--- src/rtl/prt_lb_mbox_pkg.sv ---
// Package for the local-bus mailbox: register map, CTL/STA bit positions
// and the packed layout of the status word.
// Optional build macro: PRT_LB_MBOX_ERR_EN (sticky overflow/underflow flags).
package prt_lb_mbox_pkg;

    localparam int MBOX_DAT_W = 32;

    // Word addresses decoded from adr[1:0]
    localparam logic [1:0] MBOX_CTL = 2'd0;
    localparam logic [1:0] MBOX_STA = 2'd1;
    localparam logic [1:0] MBOX_TX  = 2'd2;
    localparam logic [1:0] MBOX_RX  = 2'd3;

    // CTL bit positions
    localparam int CTL_RUN      = 0;
    localparam int CTL_IRQ_EN   = 1;
    localparam int CTL_TX_FLUSH = 2;
    localparam int CTL_RX_FLUSH = 3;

    // STA bit positions
    localparam int STA_IRQ      = 0;
    localparam int STA_TX_FULL  = 1;
    localparam int STA_TX_EMPTY = 2;
    localparam int STA_RX_FULL  = 3;
    localparam int STA_RX_EMPTY = 4;
    localparam int STA_TX_OVF   = 5;
    localparam int STA_RX_UNF   = 6;

    // Status word as seen by the CPU, MSB first
    typedef struct packed {
        logic [7:0] rsvd_hi;
        logic [7:0] rx_cnt;
        logic [7:0] tx_cnt;
        logic       rsvd7;
        logic       rx_unf;
        logic       tx_ovf;
        logic       rx_empty;
        logic       rx_full;
        logic       tx_empty;
        logic       tx_full;
        logic       irq_pend;
    } sta_t;

endpackage

--- src/rtl/prt_dp_lb_if.sv ---
// Local-bus port bundle between the LB mux and its responders.
// The responder samples adr/wr/rd/din and answers every rd with one vld pulse.
interface prt_dp_lb_if #(
    parameter int P_ADR_W = 16
);
    logic [P_ADR_W-1:0] adr;
    logic               wr;
    logic               rd;
    logic [31:0]        din;
    logic [31:0]        dout;
    logic               vld;

    modport lb_in  (input adr, wr, rd, din, output dout, vld);
    modport lb_out (output adr, wr, rd, din, input dout, vld);
endinterface

--- src/rtl/prt_lb_mbox_fifo.sv ---
// Synchronous first-word-fall-through FIFO used for both mailbox directions.
// A push while full is dropped even if a pop happens in the same cycle;
// clr empties the FIFO and overrides any push/pop in that cycle.
module prt_lb_mbox_fifo
    import prt_lb_mbox_pkg::*;
#(
    parameter int P_WRDS = 16,
    parameter int P_DAT  = MBOX_DAT_W,
    localparam int P_ADR = $clog2(P_WRDS)
) (
    input  logic             clk_i,
    input  logic             rst_i,
    input  logic             wr_i,
    input  logic [P_DAT-1:0] din_i,
    input  logic             rd_i,
    input  logic             clr_i,
    output logic [P_DAT-1:0] dout_o,
    output logic [P_ADR:0]   cnt_o,
    output logic             full_o,
    output logic             empty_o
);

    logic [P_DAT-1:0] mem_q [P_WRDS];
    logic [P_ADR-1:0] wptr_q, wptr_d;
    logic [P_ADR-1:0] rptr_q, rptr_d;
    logic [P_ADR:0]   cnt_q, cnt_d;
    logic             push, pop;

    // Depth is a power of two, so the count MSB alone marks "full"
    assign full_o  = cnt_q[P_ADR];
    assign empty_o = (cnt_q == '0);
    assign cnt_o   = cnt_q;
    assign dout_o  = mem_q[rptr_q];

    assign push = wr_i && !full_o;
    assign pop  = rd_i && !empty_o;

    // Next pointer/count; a flush wins over the same-cycle push and pop
    always_comb begin
        wptr_d = wptr_q;
        rptr_d = rptr_q;
        cnt_d  = cnt_q;
        if (clr_i) begin
            wptr_d = '0;
            rptr_d = '0;
            cnt_d  = '0;
        end else begin
            if (push) wptr_d = wptr_q + 1'b1;
            if (pop)  rptr_d = rptr_q + 1'b1;
            if (push && !pop) cnt_d = cnt_q + 1'b1;
            if (pop && !push) cnt_d = cnt_q - 1'b1;
        end
    end

    // Pointer and count registers
    always_ff @(posedge clk_i or posedge rst_i) begin
        if (rst_i) begin
            wptr_q <= '0;
            rptr_q <= '0;
            cnt_q  <= '0;
        end else begin
            wptr_q <= wptr_d;
            rptr_q <= rptr_d;
            cnt_q  <= cnt_d;
        end
    end

    // Storage array; contents need no reset since the count guards them
    always_ff @(posedge clk_i) begin
        if (push && !clr_i) mem_q[wptr_q] <= din_i;
    end

endmodule

--- src/rtl/prt_lb_mbox.sv ---
// Local-bus mailbox between the CPU and hardware: TX FIFO (CPU -> hw stream)
// and RX FIFO (hw stream -> CPU), a small CTL/STA register pair and an IRQ.
// Optional build macro: PRT_LB_MBOX_ERR_EN adds sticky TX-overflow and
// RX-underflow flags (write-1-to-clear) that also feed the interrupt.
module prt_lb_mbox
    import prt_lb_mbox_pkg::*;
#(
    parameter int P_FIFO_WRDS = 16,
    localparam int P_FIFO_ADR = $clog2(P_FIFO_WRDS)
) (
    input  logic                CLK_IN,
    input  logic                RST_IN,
    prt_dp_lb_if.lb_in          LB_IF,
    output logic [31:0]         TX_DAT_OUT,
    output logic                TX_VLD_OUT,
    input  logic                TX_RDY_IN,
    input  logic [31:0]         RX_DAT_IN,
    input  logic                RX_VLD_IN,
    output logic                RX_RDY_OUT,
    output logic                IRQ_OUT
);

    logic               run_q, run_d;
    logic               irq_en_q, irq_en_d;
    logic               irq_q, irq_d;
    logic               vld_q, vld_d;
    logic [31:0]        dout_q, dout_d;

    logic [1:0]         reg_adr;
    logic               wr_en, ctl_wr, tx_wr, rx_rd;
    logic               tx_flush, rx_flush;
    logic               tx_full, tx_empty, rx_full, rx_empty;
    logic [P_FIFO_ADR:0] tx_cnt, rx_cnt;
    logic [31:0]        rx_head;
    logic               tx_ovf, rx_unf, err_pend;
    sta_t               sta;
    logic [31:0]        rdata;

    // A read in the same cycle as a write takes the bus; the write is lost
    assign reg_adr  = LB_IF.adr[1:0];
    assign wr_en    = LB_IF.wr && !LB_IF.rd;
    assign ctl_wr   = wr_en && (reg_adr == MBOX_CTL);
    assign tx_wr    = wr_en && (reg_adr == MBOX_TX);
    assign rx_rd    = LB_IF.rd && (reg_adr == MBOX_RX);
    assign tx_flush = ctl_wr && LB_IF.din[CTL_TX_FLUSH];
    assign rx_flush = ctl_wr && LB_IF.din[CTL_RX_FLUSH];

    assign TX_VLD_OUT = run_q && !tx_empty;
    assign RX_RDY_OUT = run_q && !rx_full;
    assign IRQ_OUT    = irq_q;
    assign LB_IF.dout = dout_q;
    assign LB_IF.vld  = vld_q;

    prt_lb_mbox_fifo #(.P_WRDS(P_FIFO_WRDS), .P_DAT(32)) u_tx_fifo (
        .clk_i   (CLK_IN),
        .rst_i   (RST_IN),
        .wr_i    (tx_wr),
        .din_i   (LB_IF.din),
        .rd_i    (TX_VLD_OUT && TX_RDY_IN),
        .clr_i   (tx_flush),
        .dout_o  (TX_DAT_OUT),
        .cnt_o   (tx_cnt),
        .full_o  (tx_full),
        .empty_o (tx_empty)
    );

    prt_lb_mbox_fifo #(.P_WRDS(P_FIFO_WRDS), .P_DAT(32)) u_rx_fifo (
        .clk_i   (CLK_IN),
        .rst_i   (RST_IN),
        .wr_i    (RX_VLD_IN && RX_RDY_OUT),
        .din_i   (RX_DAT_IN),
        .rd_i    (rx_rd),
        .clr_i   (rx_flush),
        .dout_o  (rx_head),
        .cnt_o   (rx_cnt),
        .full_o  (rx_full),
        .empty_o (rx_empty)
    );

`ifdef PRT_LB_MBOX_ERR_EN
    logic sta_wr;
    logic tx_ovf_q, tx_ovf_d;
    logic rx_unf_q, rx_unf_d;

    assign sta_wr = wr_en && (reg_adr == MBOX_STA);

    // Sticky error flags: W1C through STA, set by a dropped push or empty pop
    always_comb begin
        tx_ovf_d = tx_ovf_q;
        rx_unf_d = rx_unf_q;
        if (sta_wr && LB_IF.din[STA_TX_OVF]) tx_ovf_d = 1'b0;
        if (sta_wr && LB_IF.din[STA_RX_UNF]) rx_unf_d = 1'b0;
        if (tx_wr && tx_full)  tx_ovf_d = 1'b1;
        if (rx_rd && rx_empty) rx_unf_d = 1'b1;
    end

    // Error flag registers
    always_ff @(posedge CLK_IN or posedge RST_IN) begin
        if (RST_IN) begin
            tx_ovf_q <= 1'b0;
            rx_unf_q <= 1'b0;
        end else begin
            tx_ovf_q <= tx_ovf_d;
            rx_unf_q <= rx_unf_d;
        end
    end

    assign tx_ovf   = tx_ovf_q;
    assign rx_unf   = rx_unf_q;
    assign err_pend = tx_ovf_q || rx_unf_q;
`else
    assign tx_ovf   = 1'b0;
    assign rx_unf   = 1'b0;
    assign err_pend = 1'b0;
`endif

    // Assemble the status word from FIFO state and flags
    always_comb begin
        sta          = '0;
        sta.irq_pend = irq_q;
        sta.tx_full  = tx_full;
        sta.tx_empty = tx_empty;
        sta.rx_full  = rx_full;
        sta.rx_empty = rx_empty;
        sta.tx_ovf   = tx_ovf;
        sta.rx_unf   = rx_unf;
        sta.tx_cnt   = 8'(tx_cnt);
        sta.rx_cnt   = 8'(rx_cnt);
    end

    // Read data mux; an RX read on an empty FIFO returns zero
    always_comb begin
        rdata = '0;
        case (reg_adr)
            MBOX_CTL: rdata = {30'd0, irq_en_q, run_q};
            MBOX_STA: rdata = sta;
            MBOX_TX:  rdata = '0;
            MBOX_RX:  rdata = rx_empty ? 32'd0 : rx_head;
            default:  rdata = '0;
        endcase
    end

    // Next state for control bits, read response and interrupt
    always_comb begin
        run_d    = run_q;
        irq_en_d = irq_en_q;
        if (ctl_wr) begin
            run_d    = LB_IF.din[CTL_RUN];
            irq_en_d = LB_IF.din[CTL_IRQ_EN];
        end
        vld_d  = LB_IF.rd;
        dout_d = LB_IF.rd ? rdata : dout_q;
        irq_d  = irq_en_q && (!rx_empty || err_pend);
    end

    // Control, response and interrupt registers
    always_ff @(posedge CLK_IN or posedge RST_IN) begin
        if (RST_IN) begin
            run_q    <= 1'b0;
            irq_en_q <= 1'b0;
            irq_q    <= 1'b0;
            vld_q    <= 1'b0;
            dout_q   <= '0;
        end else begin
            run_q    <= run_d;
            irq_en_q <= irq_en_d;
            irq_q    <= irq_d;
            vld_q    <= vld_d;
            dout_q   <= dout_d;
        end
    end

endmodule
--- src/flat_wrapper.sv ---
// flat-port wrapper written by rule: the top's interface ports become plain ports
module prt_lb_mbox_flat import prt_lb_mbox_pkg::*;
#(
    parameter int P_FIFO_WRDS = 16,
    localparam int P_FIFO_ADR = $clog2(P_FIFO_WRDS)
)
  (CLK_IN, RST_IN, TX_DAT_OUT, TX_VLD_OUT, TX_RDY_IN, RX_DAT_IN, RX_VLD_IN, RX_RDY_OUT, IRQ_OUT, LB_IF_adr, LB_IF_wr, LB_IF_rd, LB_IF_din, LB_IF_dout, LB_IF_vld);
  prt_dp_lb_if LB_IF_i ();
  input  logic CLK_IN;
  input  logic RST_IN;
  output logic [31:0] TX_DAT_OUT;
  output logic TX_VLD_OUT;
  input  logic TX_RDY_IN;
  input  logic [31:0] RX_DAT_IN;
  input  logic RX_VLD_IN;
  output logic RX_RDY_OUT;
  output logic IRQ_OUT;
  input wire logic [$bits(LB_IF_i.adr)-1:0] LB_IF_adr;
  input wire logic [$bits(LB_IF_i.wr)-1:0] LB_IF_wr;
  input wire logic [$bits(LB_IF_i.rd)-1:0] LB_IF_rd;
  input wire logic [$bits(LB_IF_i.din)-1:0] LB_IF_din;
  output wire logic [$bits(LB_IF_i.dout)-1:0] LB_IF_dout;
  output wire logic [$bits(LB_IF_i.vld)-1:0] LB_IF_vld;
  assign LB_IF_i.adr = LB_IF_adr;
  assign LB_IF_i.wr = LB_IF_wr;
  assign LB_IF_i.rd = LB_IF_rd;
  assign LB_IF_i.din = LB_IF_din;
  assign LB_IF_dout = LB_IF_i.dout;
  assign LB_IF_vld = LB_IF_i.vld;
  prt_lb_mbox #(.P_FIFO_WRDS(P_FIFO_WRDS)) u_core (.CLK_IN(CLK_IN), .RST_IN(RST_IN), .LB_IF(LB_IF_i), .TX_DAT_OUT(TX_DAT_OUT), .TX_VLD_OUT(TX_VLD_OUT), .TX_RDY_IN(TX_RDY_IN), .RX_DAT_IN(RX_DAT_IN), .RX_VLD_IN(RX_VLD_IN), .RX_RDY_OUT(RX_RDY_OUT), .IRQ_OUT(IRQ_OUT));
endmodule
--- config.mk ---
export PLATFORM = sky130hd
export DESIGN_NAME = prt_lb_mbox_flat
export DESIGN_NICKNAME = d
export VERILOG_FILES = /design/src/rtl/prt_lb_mbox_pkg.sv /design/src/rtl/prt_dp_lb_if.sv /design/src/rtl/prt_lb_mbox_fifo.sv /design/src/rtl/prt_lb_mbox.sv /design/src/flat_wrapper.sv
export SDC_FILE = /design/constraint.sdc
export NUM_CORES = 1
export LEC_CHECK = 0
export BUFFER_PORTS_ARGS = -buffer_cell sky130_fd_sc_hd__buf_2
export CAP_MARGIN = 20
export CORE_MARGIN = 2
export CORE_UTILIZATION = 50
export DETAILED_ROUTE_END_ITERATION = 12
export PLACE_DENSITY = 0.73
export SYNTH_ARGS = -nofsm -noshare
export SYNTH_HDL_FRONTEND = slang
export SYNTH_SLANG_ARGS = --single-unit
--- constraint.sdc ---
create_clock -name CLK_IN -period 5.65 [get_ports CLK_IN]
set_clock_uncertainty 0.2 [all_clocks]
set_input_delay 1.13 -clock CLK_IN [delete_from_list [all_inputs] [get_ports CLK_IN]]
set_output_delay 1.13 -clock CLK_IN [all_outputs]
set_load 0.02 [all_outputs]
Word level (Yosys, flattened, before mapping)
Memory sizes are Yosys's and may differ from the RTL's.
Cells that the tools add are included.
- bitwise gates (word level): 0
- multiplexer cells: 20
- multiply operators: 0
- shift-type cells: 0
- div/mod/pow operators: 0
- $add $sub $neg: 8
- equality and inequality tests: 3
- order comparisons: 0
- reduce and logical (&&, ||, !) cells: 41
- operators with widths (kind ; number):
    32-bit case mux with 4 select lines ; 1
    32-bit two-way mux ; 1
    4-bit two-way mux ; 8
    5-bit two-way mux ; 6
    1-bit logical AND ; 21
    4-bit by 1-bit adder with 4-bit output (second input constant) ; 4
    1-bit logical NOT ; 11
    5-bit by 1-bit adder with 5-bit output (second input constant) ; 2
    5-bit logical NOT ; 2
    5-bit by 1-bit subtractor with 5-bit output (second input constant) ; 2
    2-bit nonzero test ; 4
    3-bit nonzero test ; 2
    2-bit == test (second input constant) ; 2
    1-bit two-way mux ; 4
    2-bit by 1-bit == test with 1-bit output (second input constant) ; 1
    2-bit logical NOT ; 1
- input bits: 86
- RAM bits: 1024
- output and inout bits: 68
- logic and storage cells: 85
- memory bits (read-only): 0
- memories kept: 2
- latch bits: 0
- register bits: 62
- memory list (memory ; words ; width ; read ports ; clocked after memory_dff ; write ports ; RTL line ; RTL):
    u_core.u_rx_fifo.mem_q ; 16 ; 32 ; 1 ; 0 ; 1 ; prt_lb_mbox_fifo.sv:23 ; logic [P_DAT-1:0] mem_q [P_WRDS];
    u_core.u_tx_fifo.mem_q ; 16 ; 32 ; 1 ; 0 ; 1 ; prt_lb_mbox_fifo.sv:23 ;

Depth between registers and ports, before layout
- depth in word-level cells: 10
- depth in mapped cells: 14
- depth with buffers taken out: 11

Cells and area by module
A second synthesis with hierarchy kept.
- cells, all modules: 1957
- area, all modules: 41815.1 sq um
- modules (own cells, without submodules) (module ; cells an instance ; sequential area each (sq um) ; area an instance (sq um) ; times used):
    prt_lb_mbox_fifo ; 895 ; 15700.1 ; 20083.0 ; 2
    prt_lb_mbox ; 167 ; 900.9 ; 1649.1 ; 1

Worst setup path before layout
OpenSTA, ideal clock, no wires.
- path kind: in2reg
- start point: input port LB_IF_adr[0]
- end point: memory u_core.u_tx_fifo.mem_q[2][0], enable pin
- setup time: 501 ps
- slack: -12 ps
- buffers on the path: 2
- arrival: 4960 ps
- stages on the path: 6
- required time: 4949 ps
- cells stage by stage: clkbuf_1 -> nor2_1 -> and4b_1 -> clkbuf_1 -> inv_2 -> nor4_1
- word-level cells in the longest chain between the ends: 7
- elaborated cells on any way between the ends: 10
- those cells by class: eq/ne (1); mux (2); reduce/logical (7)
- RTL lines (item ; RTL line ; RTL):
    from (decl) ; flat_wrapper.sv:18 ; input wire logic [$bits(LB_IF_i.adr)-1:0] LB_IF_adr;
    2-bit logical NOT ; prt_lb_mbox.sv:42 ; assign ctl_wr = wr_en && (reg_adr == MBOX_CTL);
    1-bit logical AND ; prt_lb_mbox.sv:42 ;
    1-bit logical AND ; prt_lb_mbox.sv:45 ; assign tx_flush = ctl_wr && LB_IF.din[CTL_TX_FLUSH];
    1-bit logical NOT ; prt_lb_mbox_fifo.sv:70 ; if (push && !clr_i) mem_q[wptr_q] <= din_i;
    1-bit logical AND * ; prt_lb_mbox_fifo.sv:70 ;
    1-bit two-way mux * ; prt_lb_mbox_fifo.sv:70 ;
    1-bit two-way mux (not written as such) * ; prt_lb_mbox_fifo.sv:70 ;
    to (decl) ; prt_lb_mbox_fifo.sv:23 ;
Every way passes the cells marked *; elsewhere a longest branch is shown, timed or not.

Worst setup path in the final report
- start point: register u_core.u_tx_fifo.rptr_q[0]
- end point: output port TX_DAT_OUT[4]
- word-level cells in the longest chain between the ends: 1
- RTL lines (item ; RTL line ; RTL):
    from (decl) ; prt_lb_mbox_fifo.sv:25 ; logic [P_ADR-1:0] rptr_q, rptr_d;
    from (signal assigned) ; prt_lb_mbox_fifo.sv:63 ; rptr_q <= rptr_d;
    memory 16 x 32 bit ; - ;
    to (decl) ; flat_wrapper.sv:11 ; output logic [31:0] TX_DAT_OUT;
Every way passes these cells.

==> metrics.yaml <==
outcome: "finished clean"
clockBufferDepth: 3
end_kind: "primary output"
fin_ws_ps: 1000
clock_sink_count: 1086
maxCapViolations: 0
synth_fa_ha_area_share_pct: 0.560
hold_viol: 0
die-width_um: 292
place_ws_ps: 1550
avgSynthCellArea_um2: 22.8
synth_commonest_cells: "edfxtp_1 (1024), mux4_2 (279), dfrtp_1 (62)"
period_share_pct: 82.3
grt_pass1_wl_um: 134000
start_util_pct: 50.5
detail_route.drc_violations: 0
hp-class: "in2async"
grt_max_degree: 81
cp.arrival_ps: 3320
routedWlPerCell_um: 28.3
synth_cell_types: 56
required_ps: 4320
hpwl_um: 49700
htreeDepth: 3
cp_max_fo: 28
dpl_cell_area_um2: 43800
start_kind: "flip-flop"
fmax_mhz: 215
antenna_found_initial: 13
synthArstFlopShare_pct: 5.71
layout-drive-gt1-share_pct: 32.2
synth_compound_area_share_pct: 2.63
vdd_drop_max_uv: 469
r2r_end: "u_core.u_tx_fifo.cnt_o[4]$_DFFE_PP0P_"
worstMarginPinSlew_ps: 1080
io_pins: 154
clk_latency_ps: 670
num_vias: 19300
criticalPathCategory: "reg2out"
rsz0062_at_grt: "no"
track_usage_pct: 21.5
die_h_um: 292
crit_path_frequent_cell: "mux4_2"
synthFlopType: "edfxtp_1"
finalSetupViolations: 0
syn_to_final_growth_pct: 13.9
cts.clk_slew.worst_paths_ps: 60
maxSlewViolCount: 0
grt_pass1_vias: 20500
gp_congestion: 0.778
cts_tree: "built"
finalNonFillerCells: 3193
synthSimpleGateAreaFrac_pct: 1.61
ff2ff_setup_slack_ps: 2350
synth.net_count: 1930
yosysSeqAreaShare_pct: 77.7
critPathSlowestCell: "dfrtp_4"
cp_cell_sequence: "buf_4 -> mux4_2 -> mux4_2 -> buf_2"
rr_startpoint: "u_core.u_tx_fifo.cnt_o[1]$_DFFE_PP0P_"
coreArea_um2: 82200
muxShareOfSynthArea_pct: 15.7
synth_edf_count: 1024
cts-resized-gates: 0
cts_setup_buffers: 0
synth_area_leaders: "edfxtp_1 (74%), mux4_2 (15%), dfrtp_1 (3.7%)"
synth_top_cell_area_share_pct: 74.0
max-slew-margin-rel_pct: 28.2
gr-total-overflow: 0
rows: 105
fin_area_um2: 47400
synth_top_family_by_area: "multiplexers"
nets: 2132
synth_top_cell_by_area: "edfxtp_1"
p_leak_nw: 15.4
synth-xor-area-share_pct: 0.358
die_area_um2: 85500
syn-cell-area_um2: 41600
min_period_ps: 4650
slowest_delay_ps: 810
drt_iter0_drc: 1866
synthCells: 1826
power.density_nw_per_um2: 462
cts_buffers: 105
port_buffers: 139
synth.most_common_cell: "edfxtp_1"
via_per_inst: 6.04
synth_seq_cells: 1086
root_buffer: "clkbuf_16"
ant_nets: 0
rr_worst_depth: 10
wl_um: 90300
drtPass1Iterations: 5
placed_cells: 2991
ctsHoldBuffers: 0
yosysWarnings: 0
==> metal layers <==
layer  share of wire (%)  wire length [µm]  GRT usage (%)
met1                  37             33700           27.1
met5               0.084                76              0
met3                 6.5              5840           3.94
met4                 2.2              2030           6.05
met2                  54             48700           38.2
==> flip-flops by register name, indices dropped and copies added, names as in the netlist <==
register,count
u_core.u_rx_fifo.mem_q,512
u_core.u_tx_fifo.cnt_o,5
u_core.irq_en_q,1
u_core.LB_IF.dout,32
u_core.u_rx_fifo.cnt_o,5
u_core.LB_IF.vld,1
u_core.u_rx_fifo.wptr_q,4
u_core.u_tx_fifo.wptr_q,4
u_core.u_tx_fifo.rptr_q,4
u_core.u_rx_fifo.rptr_q,4
u_core.u_tx_fifo.mem_q,512
u_core.IRQ_OUT,1
u_core.run_q,1
==> power breakdown <==
part	internal, W	leakage, nW	total [W]	switching (W)
Clock	0.00420	1.73	0.00711	0.00291
Sequential	0.00910	10.0	0.00960	0.000503
Combinational	0.00254	3.72	0.00516	0.00262
==> stage by stage <==
stage	hold WS, ps	setup TNS, ps	util (%)	power [W]
CTS	261	0	57.6	0.0221
floorplan	281	-1460	-	0.0135
finish	260	0	57.6	0.0219
global placement	265	0	53.3	0.0149
global route	263	0	57.6	0.0227
detailed placement	267	0	53.3	0.0150
==> worst max-delay path: cells and delay by family (launching register included) <==
family / cells / cell delay [ps]
muxes: 2 / 1100
DFF: 1 / 810
buffers and inverters: 2 / 740
==> worst max-delay path by stage <==
stage                                            from                                      to  cells past startpoint
2_1_floorplan                            LB_IF_adr[0]  u_core.u_tx_fifo.mem_q[2][0]$_DFFE_PP_                      6
3_3_place_gp   u_core.u_tx_fifo.rptr_q[0]$_DFFE_PP0P_                           TX_DAT_OUT[4]                      4
3_5_place_dp                                 LB_IF_rd  u_core.u_tx_fifo.mem_q[9][7]$_DFFE_PP_                      7
4_1_cts        u_core.u_tx_fifo.rptr_q[0]$_DFFE_PP0P_                           TX_DAT_OUT[4]                      4
5_1_grt        u_core.u_tx_fifo.rptr_q[0]$_DFFE_PP0P_                           TX_DAT_OUT[4]                      4
6_report       u_core.u_tx_fifo.rptr_q[0]$_DFFE_PP0P_                           TX_DAT_OUT[4]                      4
==> area by class of cell <==
| type | instances | area [µm²] |
|---|---|---|
| tap | 1070 | 1340 |
| multi-input combinational | 614 | 8880 |
| timing repair buffer | 198 | 1190 |
| clock buffer | 135 | 2800 |
| antenna | 4 | 10.0 |
| clock inverter | 63 | 734 |
| inverter | 23 | 87.6 |
| fill | 5819 | 34900 |
| sequential | 1086 | 32300 |
==> placed cells by master (no fill, tap or decap), types with 19 or more instances in the layout <==
cell	Yosys	final
edfxtp_1	1024	1024
mux4_2	279	279
buf_2	29	139
clkbuf_16	0	107
buf_4	5	55
dfrtp_1	62	55
nor2_1	56	39
a22oi_1	38	38
a21oi_1	32	32
clkbuf_1	47	26
clkinv_2	0	22
inv_1	21	20
a21o_1	19	19
nand2_1	19	19
clkinv_1	0	19
==> cells by family after synthesis <==
family / count (synthesis)
XOR/XNOR: 17
flip-flops: 1086
AO/OA/AOI/OAI: 149
AND/OR/NAND/NOR: 135
multiplexers: 295
buffers and inverters: 126
adder cells (fa/ha/maj): 18
No activity file was read; power rests on OpenSTA's default activity.
